<file path="config.mk">
export PLATFORM = sky130hd
export DESIGN_NAME = addi_op
export DESIGN_NICKNAME = d
export VERILOG_FILES = /design/src/rtl/alu_pkg.sv /design/src/rtl/addi_adder.sv /design/src/rtl/addi_op.sv
export SDC_FILE = /design/constraint.sdc
export NUM_CORES = 1
export LEC_CHECK = 0
export BUFFER_PORTS_ARGS = -buffer_cell sky130_fd_sc_hd__buf_2
export CORE_MARGIN = 5
export CORE_UTILIZATION = 35
export DETAILED_ROUTE_END_ITERATION = 7
export PLACE_DENSITY = 0.61
export SLEW_MARGIN = 40
export SYNTH_ARGS = -nofsm -noshare
export SYNTH_HDL_FRONTEND = slang
export SYNTH_SLANG_ARGS = --single-unit
</file>
<file path="constraint.sdc">
create_clock -name clk -period 3.35 [get_ports clk]
set_clock_uncertainty 0.1 [all_clocks]
set_input_delay 0.67 -clock clk [delete_from_list [all_inputs] [get_ports clk]]
set_output_delay 0.67 -clock clk [all_outputs]
set_load 0.01 [all_outputs]
</file>
<file path="src/rtl/alu_pkg.sv">
// Shared ALU definitions: default widths, operation codes and flag helpers
// used by the EX-stage units (main ALU, addi_op).
package alu_pkg;

    localparam int ALU_DATA_WIDTH    = 32;
    localparam int ALU_OPCODE_LENGTH = 4;

    localparam logic [3:0] OP_AND  = 4'b0000;
    localparam logic [3:0] OP_OR   = 4'b0001;
    localparam logic [3:0] OP_ADDI = 4'b0010;
    localparam logic [3:0] OP_XOR  = 4'b0011;
    localparam logic [3:0] OP_ADD  = 4'b0100;
    localparam logic [3:0] OP_SUB  = 4'b0110;
    localparam logic [3:0] OP_SLT  = 4'b0111;

    // Two's-complement add overflow from the three sign bits.
    function automatic logic add_ovf(input logic a_msb, input logic b_msb, input logic s_msb);
        return (a_msb == b_msb) && (s_msb != a_msb);
    endfunction

endpackage

</file>
<file path="src/rtl/addi_adder.sv">
// Combinational wrapping adder with signed-overflow and zero flags; shared
// between addi_op and the main ALU.
module addi_adder
    import alu_pkg::*;
#(
    parameter int DATA_WIDTH = ALU_DATA_WIDTH
) (
    input  logic [DATA_WIDTH-1:0] a,
    input  logic [DATA_WIDTH-1:0] b,
    output logic [DATA_WIDTH-1:0] sum,
    output logic                  ovf,
    output logic                  zero
);

    logic [DATA_WIDTH-1:0] sum_s;

    // Carry out is deliberately dropped: the result wraps modulo 2^DATA_WIDTH.
    assign sum_s = a + b;
    assign sum   = sum_s;
    assign ovf   = add_ovf(a[DATA_WIDTH-1], b[DATA_WIDTH-1], sum_s[DATA_WIDTH-1]);
    assign zero  = (sum_s == {DATA_WIDTH{1'b0}});

endmodule

</file>
<file path="src/rtl/addi_op.sv">
// ADDI execute unit: combinational Rd for forwarding plus a stall-aware,
// valid-qualified registered copy for the EX/MEM boundary.
module addi_op
    import alu_pkg::*;
#(
    parameter int                      DATA_WIDTH    = ALU_DATA_WIDTH,
    parameter int                      OPCODE_LENGTH = ALU_OPCODE_LENGTH,
    parameter logic [OPCODE_LENGTH-1:0] ADDI_CODE    = OP_ADDI
) (
    input  logic                     clk,
    input  logic                     reset,
    input  logic [DATA_WIDTH-1:0]    SrcA,
    input  logic [DATA_WIDTH-1:0]    Immediate,
    input  logic [OPCODE_LENGTH-1:0] Operation,
    input  logic                     valid_i,
    input  logic                     stall,
    output logic [DATA_WIDTH-1:0]    Rd,
    output logic [DATA_WIDTH-1:0]    Rd_q,
    output logic                     valid_o,
    output logic                     ovf_q,
    output logic                     zero_q
);

    logic [DATA_WIDTH-1:0] sum_s;
    logic                  ovf_s;
    logic                  zero_s;
    logic                  capture_s;

    logic [DATA_WIDTH-1:0] rd_r;
    logic                  valid_r;
    logic                  ovf_r;
    logic                  zero_r;

    addi_adder #(
        .DATA_WIDTH (DATA_WIDTH)
    ) u_adder (
        .a    (SrcA),
        .b    (Immediate),
        .sum  (sum_s),
        .ovf  (ovf_s),
        .zero (zero_s)
    );

    assign capture_s = valid_i && (Operation == ADDI_CODE) && !stall;

    // EX/MEM result register: reset dominates, stall freezes everything.
    always_ff @(posedge clk) begin
        if (reset) begin
            rd_r    <= {DATA_WIDTH{1'b0}};
            valid_r <= 1'b0;
            ovf_r   <= 1'b0;
            zero_r  <= 1'b0;
        end else if (capture_s) begin
            rd_r    <= sum_s;
            valid_r <= 1'b1;
            ovf_r   <= ovf_s;
            zero_r  <= zero_s;
        end else if (!stall) begin
            valid_r <= 1'b0;
        end else begin
            valid_r <= valid_r;
        end
    end

    assign Rd      = sum_s;
    assign Rd_q    = rd_r;
    assign valid_o = valid_r;
    assign ovf_q   = ovf_r;
    assign zero_q  = zero_r;

endmodule

</file>
Yosys cells after proc, flatten, opt, wreduce, memory -nomap -nowiden
Cells that the tools add are included.
- output and inout port bits: 67
- register bits after elaboration: 35
- $add $sub $neg: 1
- reduce and logical (&&, ||, !) cells: 5
- eq/ne operators: 4
- mux-type cells: 2
- operators with widths (kind ; count):
    32-bit adder ; 1
    32-bit logical NOT ; 1
    4-bit by 2-bit == test with 1-bit output, second input constant ; 1
    1-bit logical AND ; 3
    1-bit 2-to-1 mux ; 2
    2-bit by 1-bit != test with 1-bit output, second input constant ; 1
    1-bit == test ; 1
    1-bit logical NOT ; 1
    1-bit != test ; 1

Longest topological paths before layout
- word-level depth: 4
- depth in mapped cells: 11
- mapped depth without buffers: 11

Cells and area by module
From an unflattened synthesis, not the netlist that was laid out.
- cell total of the unflattened synthesis: 443
- area total of the unflattened synthesis: 3608.5 um2
- by module, submodules not included (module ; area an instance (um2) ; instances ; cells an instance):
    addi_adder ; 2005.7 ; 1 ; 291
    addi_op ; 1602.8 ; 1 ; 152

Worst setup path after synthesis
No wires, ideal clock.
- path type: input to output
- from: input port SrcA[0]
- to: output port Rd[28]
- setup slack: -0.133 ns
- arrival time: 2.713 ns
- path buffers: 0
- cell stages on the path: 8
- cell sequence: ha_1 -> fa_1 -> a21o_2 -> a2bb2oi_2 -> o221a_2 -> o21ai_0 -> o31a_1 -> xnor2_1
- cells in the longest elaborated chain, start to end: 1
- RTL lines (element ; line ; RTL):
    start, declared ; addi_op.sv:12 ; input logic [DATA_WIDTH-1:0] SrcA,
    32-bit adder ; addi_adder.sv:18 ; assign sum_s = a + b;
    end, declared ; addi_op.sv:17 ; output logic [DATA_WIDTH-1:0] Rd,
Every way passes these cells.

Worst setup path in the final report
- from: input port Immediate[0]
- to: output port Rd[28]
- cells in the longest elaborated chain, start to end: 1
- RTL lines (element ; line ; RTL):
    start, declared ; addi_op.sv:13 ; input logic [DATA_WIDTH-1:0] Immediate,
    32-bit adder ; addi_adder.sv:18 ;
Every way passes these cells.

==> impl_metrics.csv <==
group,metric,value,unit
synthesis,synth_warnings,0,
power,vdd.ir_drop.worst,131,µV
timing,worst_slew_margin_rel,0.623,
setup_path,timing.critical_path.arrival,2.68,ns
clocking,cts_tree,"built",
setup_path,timing_worst_setup_path_type,"in2out",
setup_path,timing.reg2reg.setup_slack,2.52,ns
routing,drt_pre_antenna_iters,4,
run_status,violations,"negative setup slack",
routing,via_total_after_detailed_routing,4037,
timing,worstMarginPinSlew,0.564,ns
timing,fin_crit_sh,1.03,
global_route,grt_overflow,0,
setup_path,worst_r2r_endpoint,"ovf_q",
global_route,grt_usage,0.206,
cells_and_area,fin_area,5660,µm²
global_route,grt_start_max_net_pins,36,
power,pwr_density_cell,318,nW/µm²
timing,finalCriticalPeriod,3.45,ns
placed_design,gp_routability_congestion,0.906,
clocking,clock_sink_count,35,
synthesis,synthesis.area_per_instance,7.33,µm²
clocking,clock_latency,0.28,ns
cells_and_area,finish.net_count,779,
setup_path,crit_path_start_kind,"input pin",
global_route,antenna_found_initial,0,
synthesis,synth_cells,438,
cells_and_area,drive_above_1_share,0.524,
timing,smallest_hold_slack,0.351,ns
die,die_w,106,µm
clocking,clock_path_buffers,2,
die,fp.coreArea,9110,µm²
setup_path,timing.critical_path.fanout_max,4,
routing,maxUsedRoutingLayer,"met4",
setup_path,worstReg2RegStart,"ovf_q",
routing,final_antenna_net_count,0,
clocking,htree_levels,2,
synthesis,synth_area,3210,µm²
placed_design,io_buffer_count,138,
clocking,number_of_buffers_added_by_the_clock_tree_synthesis_step,5,
job,timing.max_cap.violations,0,
synthesis,postSynthRegisterBits,35,
cells_and_area,commonest_cells_after_routing_fill_and_taps_aside,"sky130_fd_sc_hd__buf_2 (124), sky130_fd_sc_hd__buf_4 (107), sky130_fd_sc_hd__nand2_1 (65)",
die,die_y,106,µm
die,io_pins,139,
synthesis,ys_types,66,
routing,wl_met1,5390,µm
placed_design,post-dp-hpwl,9520,µm
clocking,cts-root-buf,"sky130_fd_sc_hd__clkbuf_8",
min_path,min_path_type,"reg2reg",
power,power.static_leakage,0.00255,µW
routing,drt_iter0_markers,152,
timing,postLayoutSetupSlackWorst,-0.0973,ns
cells_and_area,layout.cells.most_common,"sky130_fd_sc_hd__buf_2",
timing,fmax_achieved,0.290,GHz
clocking,cts.clk_slew.worst_paths,0.07,ns
routing,detail_route.wl_per_cell,15.2,µm
run_status,outcome,"complete, but fails checks",
synthesis,seq_area_frac_synth,0.218,
global_route,first_global_vias,4084,
synthesis,async_flop_share,0,
min_path,hold-path-cell-count,2,
synthesis,synth_flop_cell,"sky130_fd_sc_hd__dfxtp_1",
synthesis,synth-edff-count,0,
routing,drcViolationCount,0,
placed_design,placedInstanceArea,4700,µm²
synthesis,mappedNetlistNets,542,
setup_path,worst_setup_path_end_kind,"primary output",
setup_path,worst-endpoint-required,2.58,ns
min_path,hold_end,"Rd_q[20]",
cells_and_area,antenna_cells,0,
die,placement_rows,35,
setup_path,worst-r2r-cell-count,2,
timing,timing.final.max_slew_violations,0,
timing,final_hold_viol_count,0,
min_path,hold_path_startpoint,"Rd_q[20]",
clocking,postCtsHoldBufs,0,
routing,routed_wirelength,11900,µm
timing,setup-violations-final,6,
routing,routed-wl-met3,513,µm
routing,met2_wire_len,5850,µm
die,start_util,0.352,
die,design.die.area,11200,µm²
global_route,wire_length_of_the_first_global_routing_pass,19300,µm
timing,rsz0062_at_grt,"yes",
routing,vias_per_cell,5.13,
cells_and_area,area.growth.synth_to_final,76.1,%
## final cells by class
class,count,area (µm²)
Inverter,15,56.3
Multi-Input combinational cell,365,3000
Sequential cell,35,701
Timing Repair Buffer,253,1680
Clock buffer,5,68.8
Fill cell,820,3450
Clock inverter,3,15.0
Tap cell,111,139
## where the power goes
group | switching (µW) | internal, µW | total, µW | leakage, µW
sequential | 1.95 | 420 | 422 | 0.000282
clock | 149 | 142 | 291 | 0.0000477
combinational | 534 | 552 | 1090 | 0.00222
total | 685 | 1110 | 1800 | 0.00255
## synth_stat cells (2+ instances only)
library cell | count | area, µm²
sky130_fd_sc_hd__o221ai_1 | 3 | 26.3
sky130_fd_sc_hd__a311oi_1 | 2 | 17.5
sky130_fd_sc_hd__o21ai_0 | 27 | 135
sky130_fd_sc_hd__and2_1 | 4 | 25.0
sky130_fd_sc_hd__o2111ai_1 | 3 | 26.3
sky130_fd_sc_hd__xor2_1 | 9 | 78.8
sky130_fd_sc_hd__nor4_1 | 6 | 37.5
sky130_fd_sc_hd__xnor2_1 | 18 | 158
sky130_fd_sc_hd__buf_1 | 4 | 15.0
sky130_fd_sc_hd__and3_1 | 8 | 50.1
sky130_fd_sc_hd__nor4b_1 | 2 | 17.5
sky130_fd_sc_hd__a21oi_2 | 3 | 26.3
sky130_fd_sc_hd__a21oi_1 | 62 | 310
sky130_fd_sc_hd__a211oi_2 | 2 | 25.0
sky130_fd_sc_hd__nor2_1 | 31 | 116
sky130_fd_sc_hd__nand3_1 | 10 | 50.1
sky130_fd_sc_hd__nor3_1 | 9 | 45.0
sky130_fd_sc_hd__o21a_1 | 5 | 37.5
sky130_fd_sc_hd__nand3b_1 | 2 | 15.0
sky130_fd_sc_hd__o211ai_1 | 4 | 30.0
sky130_fd_sc_hd__dfxtp_1 | 35 | 701
sky130_fd_sc_hd__or3_1 | 3 | 18.8
sky130_fd_sc_hd__clkbuf_1 | 9 | 33.8
sky130_fd_sc_hd__nand4_1 | 6 | 37.5
sky130_fd_sc_hd__o22ai_1 | 3 | 18.8
sky130_fd_sc_hd__inv_1 | 15 | 56.3
sky130_fd_sc_hd__a21o_1 | 3 | 22.5
sky130_fd_sc_hd__nand2_1 | 69 | 259
sky130_fd_sc_hd__a31oi_1 | 3 | 18.8
sky130_fd_sc_hd__and4_1 | 3 | 26.3
sky130_fd_sc_hd__buf_2 | 7 | 35.0
sky130_fd_sc_hd__ha_1 | 31 | 388
sky130_fd_sc_hd__nand2b_1 | 4 | 25.0
## state kept, by name, summed over array words and instances, names as in the netlist
register / flops
Rd_q: 32
ovf_q: 1
valid_o: 1
zero_q: 1
## critical path: stages
cell                        delay [ns]
sky130_fd_sc_hd__buf_6            0.10
sky130_fd_sc_hd__ha_4             0.16
sky130_fd_sc_hd__fa_2             0.35
sky130_fd_sc_hd__a21o_4           0.22
sky130_fd_sc_hd__a2bb2oi_4        0.21
sky130_fd_sc_hd__o221a_4          0.25
sky130_fd_sc_hd__o21ai_4          0.07
sky130_fd_sc_hd__o31a_1           0.33
sky130_fd_sc_hd__xnor2_2          0.16
sky130_fd_sc_hd__buf_2            0.16
## timing repair
action / in CTS / in global routing
setup endpoints to repair: 19 / 19
pin swaps: 48 / 32
buffers inserted: 13 / 5
resized for setup: 95 / 32
## worst max-delay path by stage
| stage | startpoint | to | slack (ns) | cells after the start |
|---|---|---|---|---|
| finish | Immediate[0] | Rd[28] | -0.1 | 10 |
| global placement | SrcA[1] | Rd[27] | -0.31 | 11 |
| floorplan | SrcA[0] | Rd[28] | 0.03 | 8 |
| detailed placement | SrcA[0] | Rd[28] | -0.32 | 10 |
| global route | Immediate[0] | Rd[28] | -0.17 | 10 |
| CTS | SrcA[19] | Rd[29] | -0.10 | 10 |
## per-stage QoR
stage	setup TNS, ns	cells	util	power (µW)	setup slack (ns)
2_1_floorplan	0	438	-	869	0.0326
3_3_place_gp	-3.33	762	0.516	1300	-0.315
3_5_place_dp	-3.62	762	0.516	1300	-0.322
4_1_cts	-0.367	782	0.600	1740	-0.104
5_1_grt	-1.16	787	0.621	1900	-0.166
6_report	-0.323	787	0.621	1800	-0.0973
## per-layer routing
metal | vias to the layer above | GRT usage
met5 | - | 0
met4 | 0 | 0.0546
met3 | 15 | 0.0196
met2 | 113 | 0.368
met1 | 1840 | 0.265
li1 | 2069 | -
## cell families after synthesis
kind of cell             share of synthesized area
AND/OR/NAND/NOR                              0.244
AO/OA/AOI/OAI                                0.286
buffers and inverters                       0.0510
flip-flops                                   0.218
adder cells (fa/ha/maj)                      0.127
XOR/XNOR                                    0.0737
Note: power is estimated with default switching activity, not from simulation.
